File: config.mk
export PLATFORM = sky130hd
export DESIGN_NAME = keccak_padder_flat
export DESIGN_NICKNAME = d
export VERILOG_FILES = /design/src/rtl/keccak_pkg.sv /design/src/rtl/keccak_padder_if.sv /design/src/rtl/keccak_pad_word.sv /design/src/rtl/keccak_padder.sv /design/src/flat_wrapper.sv
export SDC_FILE = /design/constraint.sdc
export NUM_CORES = 1
export LEC_CHECK = 0
export ABC_CLOCK_PERIOD_IN_PS = 8340
export BUFFER_PORTS_ARGS = -buffer_cell sky130_fd_sc_hd__buf_2
export CAP_MARGIN = 40
export CORE_AREA = 4 4 126 128
export DETAILED_ROUTE_END_ITERATION = 10
export DIE_AREA = 0 0 130 132
export GPL_TIMING_DRIVEN = 0
export PLACE_DENSITY = 0.55
export SYNTH_ARGS = -nofsm -noshare
export SYNTH_HDL_FRONTEND = slang
export SYNTH_SLANG_ARGS = --single-unit
File: constraint.sdc
create_clock -name clk -period 8.34 [get_ports clk]
set_input_delay 1.251 -clock clk [delete_from_list [all_inputs] [get_ports clk]]
set_output_delay 1.251 -clock clk [all_outputs]
set_load 0.01 [all_outputs]
File: src/rtl/keccak_pkg.sv
// Shared Keccak parameters, domain-separation bytes and the padder state type.
package keccak_pkg;

  localparam int w          = 64;
  localparam int rate       = 1088;
  localparam int RATE_WORDS = rate / w;

  localparam logic [7:0] DS_SHA3  = 8'h06;
  localparam logic [7:0] DS_SHAKE = 8'h1F;

  typedef enum logic [1:0] {
    PAD_IDLE,
    PAD_MSG,
    PAD_PAD,
    PAD_ZERO
  } pad_state_t;

endpackage

File: src/rtl/keccak_padder_if.sv
// Message-in / padded-words-out bus of the Keccak absorb front end.
//
// Handshake rule for both streams: a word moves on a rising clock edge where
// valid & ready are both high. The producer holds data and flags stable while
// valid is high and ready is low, and valid never depends on ready.
// start/size_in are a plain one-cycle command pulse with no ready.
interface keccak_padder_if
  import keccak_pkg::*;
#(
  parameter int W = w
) ();

  logic             start;
  logic [15:0]      size_in;
  logic             in_valid;
  logic             in_ready;
  logic [W-1:0]     data_in;
  logic             out_valid;
  logic             out_ready;
  logic [W-1:0]     data_out;
  logic             block_last;
  logic             msg_last;
  logic             busy;
  pad_state_t       state;

  modport master (
    output start, size_in, in_valid, data_in, out_ready,
    input  in_ready, out_valid, data_out, block_last, msg_last, busy, state
  );

  modport slave (
    input  start, size_in, in_valid, data_in, out_ready,
    output in_ready, out_valid, data_out, block_last, msg_last, busy, state
  );

endinterface

File: src/rtl/keccak_pad_word.sv
// Combinational word former: keeps the first k bytes, optionally places the
// domain-separation byte at byte k and ORs the final 0x80 into the top byte.
// A plain data word is k=W/8, a pad word k=0 with insert_ds, a zero word k=0.
module keccak_pad_word #(
  parameter  int         W       = 64,
  parameter  logic [7:0] DS_BYTE = 8'h06,
  localparam int         NB      = W / 8,
  localparam int         KW      = $clog2(NB + 1)
) (
  input  logic [W-1:0]  word,
  input  logic [KW-1:0] k,
  input  logic          insert_ds,
  input  logic          insert_final,
  output logic [W-1:0]  padded
);

  // Byte-wise mask / DS insertion, then the pad10*1 terminator on top.
  always_comb begin
    padded = '0;
    for (int i = 0; i < NB; i++) begin
      if (KW'(i) < k) begin
        padded[8*i +: 8] = word[8*i +: 8];
      end else if (insert_ds && (KW'(i) == k)) begin
        padded[8*i +: 8] = DS_BYTE;
      end
    end
    if (insert_final) begin
      padded[W-1 -: 8] = padded[W-1 -: 8] | 8'h80;
    end
  end

endmodule

File: src/rtl/keccak_padder.sv
// Keccak absorb-side padder: masks the tail of a byte-length-tagged message,
// appends DS_BYTE and pad10*1, and emits whole RATE-bit blocks word by word
// through a single output register stage.
module keccak_padder
  import keccak_pkg::*;
#(
  parameter int         W       = w,
  parameter int         RATE    = rate,
  parameter logic [7:0] DS_BYTE = DS_SHA3
) (
  input  logic            clk,
  input  logic            rst,
  keccak_padder_if.slave  bus
);

  localparam int              NB       = W / 8;
  localparam int              KW       = $clog2(NB + 1);
  localparam int              RW       = RATE / W;
  localparam int              IW       = (RW > 1) ? $clog2(RW) : 1;
  localparam logic [15:0]     NB16     = 16'(NB);
  localparam logic [IW-1:0]   LAST_IDX = IW'(RW - 1);

  pad_state_t    state_q, state_d;
  logic [15:0]   bytes_left_q, bytes_left_d;
  // Index within the block of the next word to enter the output register.
  // Every loaded word is transferred exactly once, so this tracks the
  // transfer count of the emitted stream.
  logic [IW-1:0] word_idx_q;
  logic          busy_q;
  logic          out_valid_q;
  logic [W-1:0]  data_out_q;
  logic          block_last_q;
  logic          msg_last_q;

  logic          load;
  logic          in_ready;
  logic          in_fire;
  logic          start_fire;
  logic          is_bl;
  logic          emit;
  logic [W-1:0]  pw_word;
  logic [KW-1:0] pw_k;
  logic          pw_ds;
  logic          pw_final;
  logic [W-1:0]  pw_out;

  assign load       = !out_valid_q || bus.out_ready;
  assign in_ready   = (state_q == PAD_MSG) && load;
  assign in_fire    = bus.in_valid && in_ready;
  assign start_fire = bus.start && (state_q == PAD_IDLE) && !busy_q;
  assign is_bl      = (word_idx_q == LAST_IDX);

  keccak_pad_word #(
    .W       (W),
    .DS_BYTE (DS_BYTE)
  ) u_pad_word (
    .word         (pw_word),
    .k            (pw_k),
    .insert_ds    (pw_ds),
    .insert_final (pw_final),
    .padded       (pw_out)
  );

  // Next state, byte countdown and the shape of the word to emit this cycle.
  always_comb begin
    state_d      = state_q;
    bytes_left_d = bytes_left_q;
    emit         = 1'b0;
    pw_word      = '0;
    pw_k         = '0;
    pw_ds        = 1'b0;
    pw_final     = 1'b0;
    case (state_q)
      PAD_IDLE: begin
        if (start_fire) begin
          bytes_left_d = bus.size_in;
          state_d      = (bus.size_in == 16'd0) ? PAD_PAD : PAD_MSG;
        end
      end
      PAD_MSG: begin
        if (in_fire) begin
          emit    = 1'b1;
          pw_word = bus.data_in;
          if (bytes_left_q > NB16) begin
            pw_k         = KW'(NB);
            bytes_left_d = bytes_left_q - NB16;
          end else if (bytes_left_q == NB16) begin
            // Message ends on a word boundary: padding goes in its own word.
            pw_k         = KW'(NB);
            bytes_left_d = '0;
            state_d      = PAD_PAD;
          end else begin
            pw_k         = bytes_left_q[KW-1:0];
            pw_ds        = 1'b1;
            pw_final     = is_bl;
            bytes_left_d = '0;
            state_d      = is_bl ? PAD_IDLE : PAD_ZERO;
          end
        end
      end
      PAD_PAD: begin
        if (load) begin
          emit     = 1'b1;
          pw_ds    = 1'b1;
          pw_final = is_bl;
          state_d  = is_bl ? PAD_IDLE : PAD_ZERO;
        end
      end
      PAD_ZERO: begin
        if (load) begin
          emit     = 1'b1;
          pw_final = is_bl;
          if (is_bl) state_d = PAD_IDLE;
        end
      end
      default: state_d = PAD_IDLE;
    endcase
  end

  // FSM state and remaining message bytes.
  always_ff @(posedge clk or posedge rst) begin
    if (rst) begin
      state_q      <= PAD_IDLE;
      bytes_left_q <= '0;
    end else begin
      state_q      <= state_d;
      bytes_left_q <= bytes_left_d;
    end
  end

  // Word position inside the current block, wrapping at the block end.
  always_ff @(posedge clk or posedge rst) begin
    if (rst) begin
      word_idx_q <= '0;
    end else if (emit) begin
      word_idx_q <= is_bl ? '0 : word_idx_q + 1'b1;
    end
  end

  // busy spans from the accepted start to the accepted msg_last word.
  always_ff @(posedge clk or posedge rst) begin
    if (rst) begin
      busy_q <= 1'b0;
    end else if (start_fire) begin
      busy_q <= 1'b1;
    end else if (out_valid_q && bus.out_ready && msg_last_q) begin
      busy_q <= 1'b0;
    end
  end

  // Output register: reloads only when empty or being drained, so a stalled
  // word and its flags stay put.
  always_ff @(posedge clk or posedge rst) begin
    if (rst) begin
      out_valid_q  <= 1'b0;
      data_out_q   <= '0;
      block_last_q <= 1'b0;
      msg_last_q   <= 1'b0;
    end else if (load) begin
      out_valid_q <= emit;
      if (emit) begin
        data_out_q   <= pw_out;
        block_last_q <= is_bl;
        msg_last_q   <= pw_final;
      end
    end
  end

  assign bus.in_ready   = in_ready;
  assign bus.out_valid  = out_valid_q;
  assign bus.data_out   = data_out_q;
  assign bus.block_last = block_last_q;
  assign bus.msg_last   = msg_last_q;
  assign bus.busy       = busy_q;
  assign bus.state      = state_q;

endmodule

File: src/flat_wrapper.sv
// flat-port wrapper written by rule: the top's interface ports become plain ports
module keccak_padder_flat import keccak_pkg::*;
#(
  parameter int         W       = w,
  parameter int         RATE    = rate,
  parameter logic [7:0] DS_BYTE = DS_SHA3
)
  (clk, rst, bus_start, bus_size_in, bus_in_valid, bus_data_in, bus_out_ready, bus_in_ready, bus_out_valid, bus_data_out, bus_block_last, bus_msg_last, bus_busy, bus_state);
  keccak_padder_if #(.W(W)) bus_i ();
  input  logic clk;
  input  logic rst;
  input wire logic [$bits(bus_i.start)-1:0] bus_start;
  input wire logic [$bits(bus_i.size_in)-1:0] bus_size_in;
  input wire logic [$bits(bus_i.in_valid)-1:0] bus_in_valid;
  input wire logic [$bits(bus_i.data_in)-1:0] bus_data_in;
  input wire logic [$bits(bus_i.out_ready)-1:0] bus_out_ready;
  output wire logic [$bits(bus_i.in_ready)-1:0] bus_in_ready;
  output wire logic [$bits(bus_i.out_valid)-1:0] bus_out_valid;
  output wire logic [$bits(bus_i.data_out)-1:0] bus_data_out;
  output wire logic [$bits(bus_i.block_last)-1:0] bus_block_last;
  output wire logic [$bits(bus_i.msg_last)-1:0] bus_msg_last;
  output wire logic [$bits(bus_i.busy)-1:0] bus_busy;
  output wire logic [$bits(bus_i.state)-1:0] bus_state;
  assign bus_i.start = bus_start;
  assign bus_i.size_in = bus_size_in;
  assign bus_i.in_valid = bus_in_valid;
  assign bus_i.data_in = bus_data_in;
  assign bus_i.out_ready = bus_out_ready;
  assign bus_in_ready = bus_i.in_ready;
  assign bus_out_valid = bus_i.out_valid;
  assign bus_data_out = bus_i.data_out;
  assign bus_block_last = bus_i.block_last;
  assign bus_msg_last = bus_i.msg_last;
  assign bus_busy = bus_i.busy;
  assign bus_state = bus_i.state;
  keccak_padder #(.W(W), .RATE(RATE), .DS_BYTE(DS_BYTE)) u_core (.clk(clk), .rst(rst), .bus(bus_i));
endmodule
# Yosys cells after proc, flatten, opt, wreduce, memory -nomap -nowiden
# Cells that the tools add are included.
dict set report totals {
  ff_bits 91
  input_bits 85
  out_inout_bits 71
  elab_cells 115
}
dict set report op_classes {
  addsub 2
  magnitude_cmp 9
  eq_ne 18
  n_mux 52
  reduce_logical 26
}
# op n
set ops {}
lappend ops {{64-bit two-way mux} 2}
lappend ops {{8-bit two-way mux} 9}
lappend ops {{16-bit two-way mux} 3}
lappend ops {{16-bit case mux with 2 select lines} 1}
lappend ops {{3-bit two-way mux} 8}
lappend ops {{2-bit two-way mux} 9}
lappend ops {{16-bit by 4-bit == test with 1-bit output, second input constant} 1}
lappend ops {{3-bit by 4-bit == test with 1-bit output, first input constant} 4}
lappend ops {{16-bit by 4-bit > comparator with 1-bit output, second input constant} 1}
lappend ops {{16-bit logical NOT} 1}
lappend ops {{3-bit by 4-bit < comparator with 1-bit output, first input constant} 4}
lappend ops {{4-bit two-way mux} 4}
lappend ops {{16-bit by 4-bit subtractor with 16-bit output, second input constant} 1}
lappend ops {{1-bit logical AND} 14}
lappend ops {{1-bit two-way mux} 11}
lappend ops {{2-bit by 1-bit != test with 1-bit output, second input constant} 5}
lappend ops {{2-bit by 4-bit == test with 1-bit output, first input constant} 2}
lappend ops {{1-bit by 4-bit < comparator with 1-bit output, first input constant} 2}
lappend ops {{2-bit by 4-bit < comparator with 1-bit output, first input constant} 2}
lappend ops {{2-bit case mux with 4 select lines} 1}
lappend ops {{1-bit case mux with 2 select lines} 3}
lappend ops {{6-bit AND reduction} 1}
lappend ops {{5-bit by 1-bit adder with 5-bit output, second input constant} 1}
lappend ops {{5-bit == test, second input constant} 1}
lappend ops {{other kinds (13)} 16}

# Depth between registers and ports, before layout
dict set report logic_depth {
  ltp_word 11
  depth_mapped 9
  mapped_depth_nobuf 7
}

# Hierarchy
# From an unflattened synthesis, not the netlist that was laid out.
dict set report unflattened {
  cells_unflattened 660
  hier_area_um2 5286.3
}
# module instances cells_each area_each_um2 seq_area_each_um2
set modules_own_cells {}
lappend modules_own_cells {keccak_padder 1 554 4631.9 2277.2}
lappend modules_own_cells {keccak_pad_word 1 106 654.4 0.0}

# Least setup slack after synthesis
# OpenSTA, ideal clock, no wires.
dict set report synth_path {
  path_kind {input -> output}
  from {in bus_out_ready}
  to {out bus_in_ready}
  arrival_time_ns 1.629
  t_required_ns 7.089
  slack_ns 5.460
  cell_stages 2
  path_buffers 0
  path_cell_list {nor2b_1 > nor2_1}
}
dict set report synth_between {
  elab_chain_len 2
}
# item line
set synth_rtl {}
lappend synth_rtl {{start, declared} flat_wrapper.sv:16} ;# input wire logic [$bits(bus_i.out_ready)-1:0] bus_out_ready;
lappend synth_rtl {{1-bit logical OR} keccak_padder.sv:47} ;# assign load = !out_valid_q || bus.out_ready;
lappend synth_rtl {{1-bit logical AND} keccak_padder.sv:48} ;# assign in_ready = (state_q == PAD_MSG) && load;
lappend synth_rtl {{end, declared} flat_wrapper.sv:17} ;# output wire logic [$bits(bus_i.in_ready)-1:0] bus_in_ready;
# No other way between the ends.

# Worst setup path in the final report
# Ends and elaborated chain as after synthesis.

==> summary.md <==
| Metric | Value |
|---|---|
| CP arrival | 1960 ps |
| GRT Overall Usage | 16.4% |
| Die area | 0.0172 mm^2 |
| Non-Filler Instances | 785 |
| Slew HR | 41.0% |
| Top FF cell, synth | dfrtp_1 |
| Top cells by count, synth | dfrtp_1, a22o_1, nand2_1 |
| TritonCTS Buffers | 9 |
| PD cells | 397 mW/mm^2 |
| Residual DRC count | 0 |
| Vias in the first global route | 4070 |
| Final setup TNS | 0 ps |
| Worst-Skew Late Latency | 350 ps |
| Routability cong. | 0.834 |
| Maximum VDD drop | 0.124 mV |
| Worst Tran Pin Value | 880 ps |
| Pin count of the biggest net entering global routing | 56 |
| Final min period | 3210 ps |
| Post-DRT Antenna Nets | 0 |
| Req. time, crit path | 7090 ps |
| Gr ovfl total | 0 |
| Placed insts | 769 |
| Max Clock Freq | 312 MHz |
| Hold WS | 482 ps |
| Number of hold violations in the final report | 0 |
| First-pass GRT wire length | 22.2 mm |
| Worst hold path class | register to register |
| Routed len/inst | 18.0 um |
| Post-CTS sizing | 0 |
| Synth-to-Final Area Change | 30.9% |
| Slowest CP cell | nor2b_1 |
| Place WS | 5110 ps |
| RSZ-0062 raised after global routing | false |
| Net Count, Synth | 515 |
| Final Net Count | 684 |
| Seq pwr share | 34.7% |
| Cts-stage hold buffer count | 0 |
| Worst setup SP type | input pin |
| # setup viols final | 0 |
| Area of the core region | 0.0149 mm^2 |
| Comb pwr share | 47.5% |
| Standard-cell row count | 45 |
| Status | finished clean |
| Sink Count | 91 |
| Initial antenna violation count | 0 |
| Cell mode on critical path | buf_2 |
| N_diodes | 0 |
| DRT iter0 DRCs | 255 |
| CP Capture Type | output pin |
| # port buffers | 155 |
| Synthesized instance count | 423 |
| Crit path kind | input pin to output pin |
| I/O pin count | 156 |
| Min-Delay Path Depth | 2 |
| Layout Skew | 9.04 ps |
| Die Y | 132 um |
| DRT Wirelength | 14.1 mm |
| Post-synth EDFFs | 0 |
| Fraction of layout cells with a size suffix above 1 | 32.7% |
| Clock Path Buffers | 2 |
| DR vias | 4113 |
| Clock transition at path regs | 70 ps |
| Cells along the critical path | buf_2 > nor2b_1 > nor2_1 > buf_2 |
| Critical path depth | 4 |
| Final Cycle Share | 38.4% |
| Asr flop ratio synth | 100% |
| Int Pwr | 1.29 mW |
| Post-CTS Setup Bufs | 0 |
| H-tree depth | 3 |
| Sw Ratio | 43.2% |
| CP top delay family | simple AND/OR/NAND/NOR gates |
| Count leader, synth | dfrtp_1 |
| Critical path peak fanout | 7 |
| Slowest stage delay, CP | 360 ps |
| # Max-Cap Violations | 0 |
| Clock share of power | 17.8% |
| Mean Syn Cell Area | 10.3 um^2 |
| PnR worst setup slack | 5130 ps |
| Cells on worst reg2reg path | 9 |
| Yosys warning count | 0 |
| Pleak | 2.81 nW |
| Sequential area share after synthesis | 52.1% |
| Leading area contributor after synthesis | dfrtp_1 |
| Buffers plus inverters on the worst setup path | 2 |
| Netlist cell types | 60 |
| Root Buffer | clkbuf_16 |
| Post-DP HPWL | 11.1 mm |
| Average vias per placed instance | 5.24 |
| CTS tree | built |
| Max-slew violations | 0 |
| Die width | 130 um |
| #FFs+latches synth | 91 |
| Drt pass-1 iters | 4 |
| Finished Core Util | 38.5% |
| Synth area leaders | dfrtp_1, a22o_1, nand2_1, a21oi_1, nand3_1 |
| Cell Area, Synth | 0.00437 mm^2 |
| Switch Pwr | 0.980 mW |
| Initial Util | 29.4% |
| Post-synth top area share | 52.1% |
==> kinds of logic after synthesis <==
group | share of synthesized area, %
DFF | 52.1
adders and majority gates | 2.00
buffers and inverters | 3.55
AOI/OAI and AO/OA | 24.3
xor gates and xnor gates | 0.200
and+or+nand+nor | 17.8
==> flip-flops by register name, summed over array words and instances (netlist names) <==
| register | count |
|---|---|
| u_core.bus.data_out | 64 |
| u_core.bytes_left_q | 16 |
| u_core.word_idx_q | 5 |
| u_core.bus.state | 2 |
| u_core.bus.block_last | 1 |
| u_core.bus.busy | 1 |
| u_core.bus.msg_last | 1 |
| u_core.bus.out_valid | 1 |
==> layout make-up <==
type / count / area (um^2)
buffer: 20 / 103
clock buffer: 10 / 239
clock inverter: 6 / 53.8
fill: 1534 / 9150
inverter: 14 / 55.1
multi-input combinational: 298 / 1940
sequential: 91 / 2280
tap: 188 / 235
timing repair buffer: 158 / 820
==> cells in the final DEF, fill, tap and decap left out, drive strengths merged, types with 5 or more instances in the layout <==
cell and n:
inv 18, nand2 42, dfrtp 91, o21ai 16
nor4 6, nor3 13, nand4 7, nand3 23
nor2 28, a221o 6, a22o 47, a31oi 13
or3 5, clkbuf 26, buf 161, ha 7
a21oi 27
==> path summary, 6_finish.rpt <==
check | slack, ps | from | to
worst max-delay path | 5130 | bus_out_ready | bus_in_ready
worst min-delay path | 480 | u_core.bus.block_last | u_core.bus.block_last
worst max register to register | 5770 | u_core.bus.state[1] | u_core.bus.data_out[50]
worst min register to register | 480 | u_core.bus.block_last | u_core.bus.block_last
max in group asynchronous | 6760 | rst | u_core.bus.data_out[63]
min in group asynchronous | 940 | rst | u_core.bytes_left_q[12]
==> routing by layer <==
| metal | vias to the layer above | track usage, % | routed length [um] |
|---|---|---|---|
| li1 | 1944 | - | - |
| met1 | 1988 | 21.9 | 6160 |
| met2 | 170 | 27.0 | 6750 |
| met3 | 11 | 4.25 | 1100 |
| met4 | 0 | 3.06 | 108 |
| met5 | - | 0 | 0 |
==> worst reg2reg max path: cells and delay by family (launching register included) <==
kind,cells,cell delay [ps]
fa+ha+maj,1,160
simple gates,2,360
flops,1,430
compound gates,3,1080
buf+inv,3,480
==> per-stage QoR <==
stage                     instance area, um^2  total power, mW
after floorplan                          4370             1.48
after global placement                   5380             1.86
after detailed placement                 5430             1.88
after CTS                                5720             2.30
after global routing                     5720             2.46
final                                    5720             2.27
==> power groups by stage <==
| stage | logic (mW) | clock network, mW | registers, mW |
|---|---|---|---|
| 2_1_floorplan | 0.635 | 0 | 0.843 |
| 3_5_place_dp | 1.09 | 0 | 0.796 |
| 3_3_place_gp | 1.07 | 0 | 0.789 |
| 5_1_grt | 1.21 | 0.433 | 0.817 |
| 4_1_cts | 1.09 | 0.414 | 0.789 |
| 6_report | 1.08 | 0.403 | 0.789 |
No activity file was read; power rests on OpenSTA's default activity.
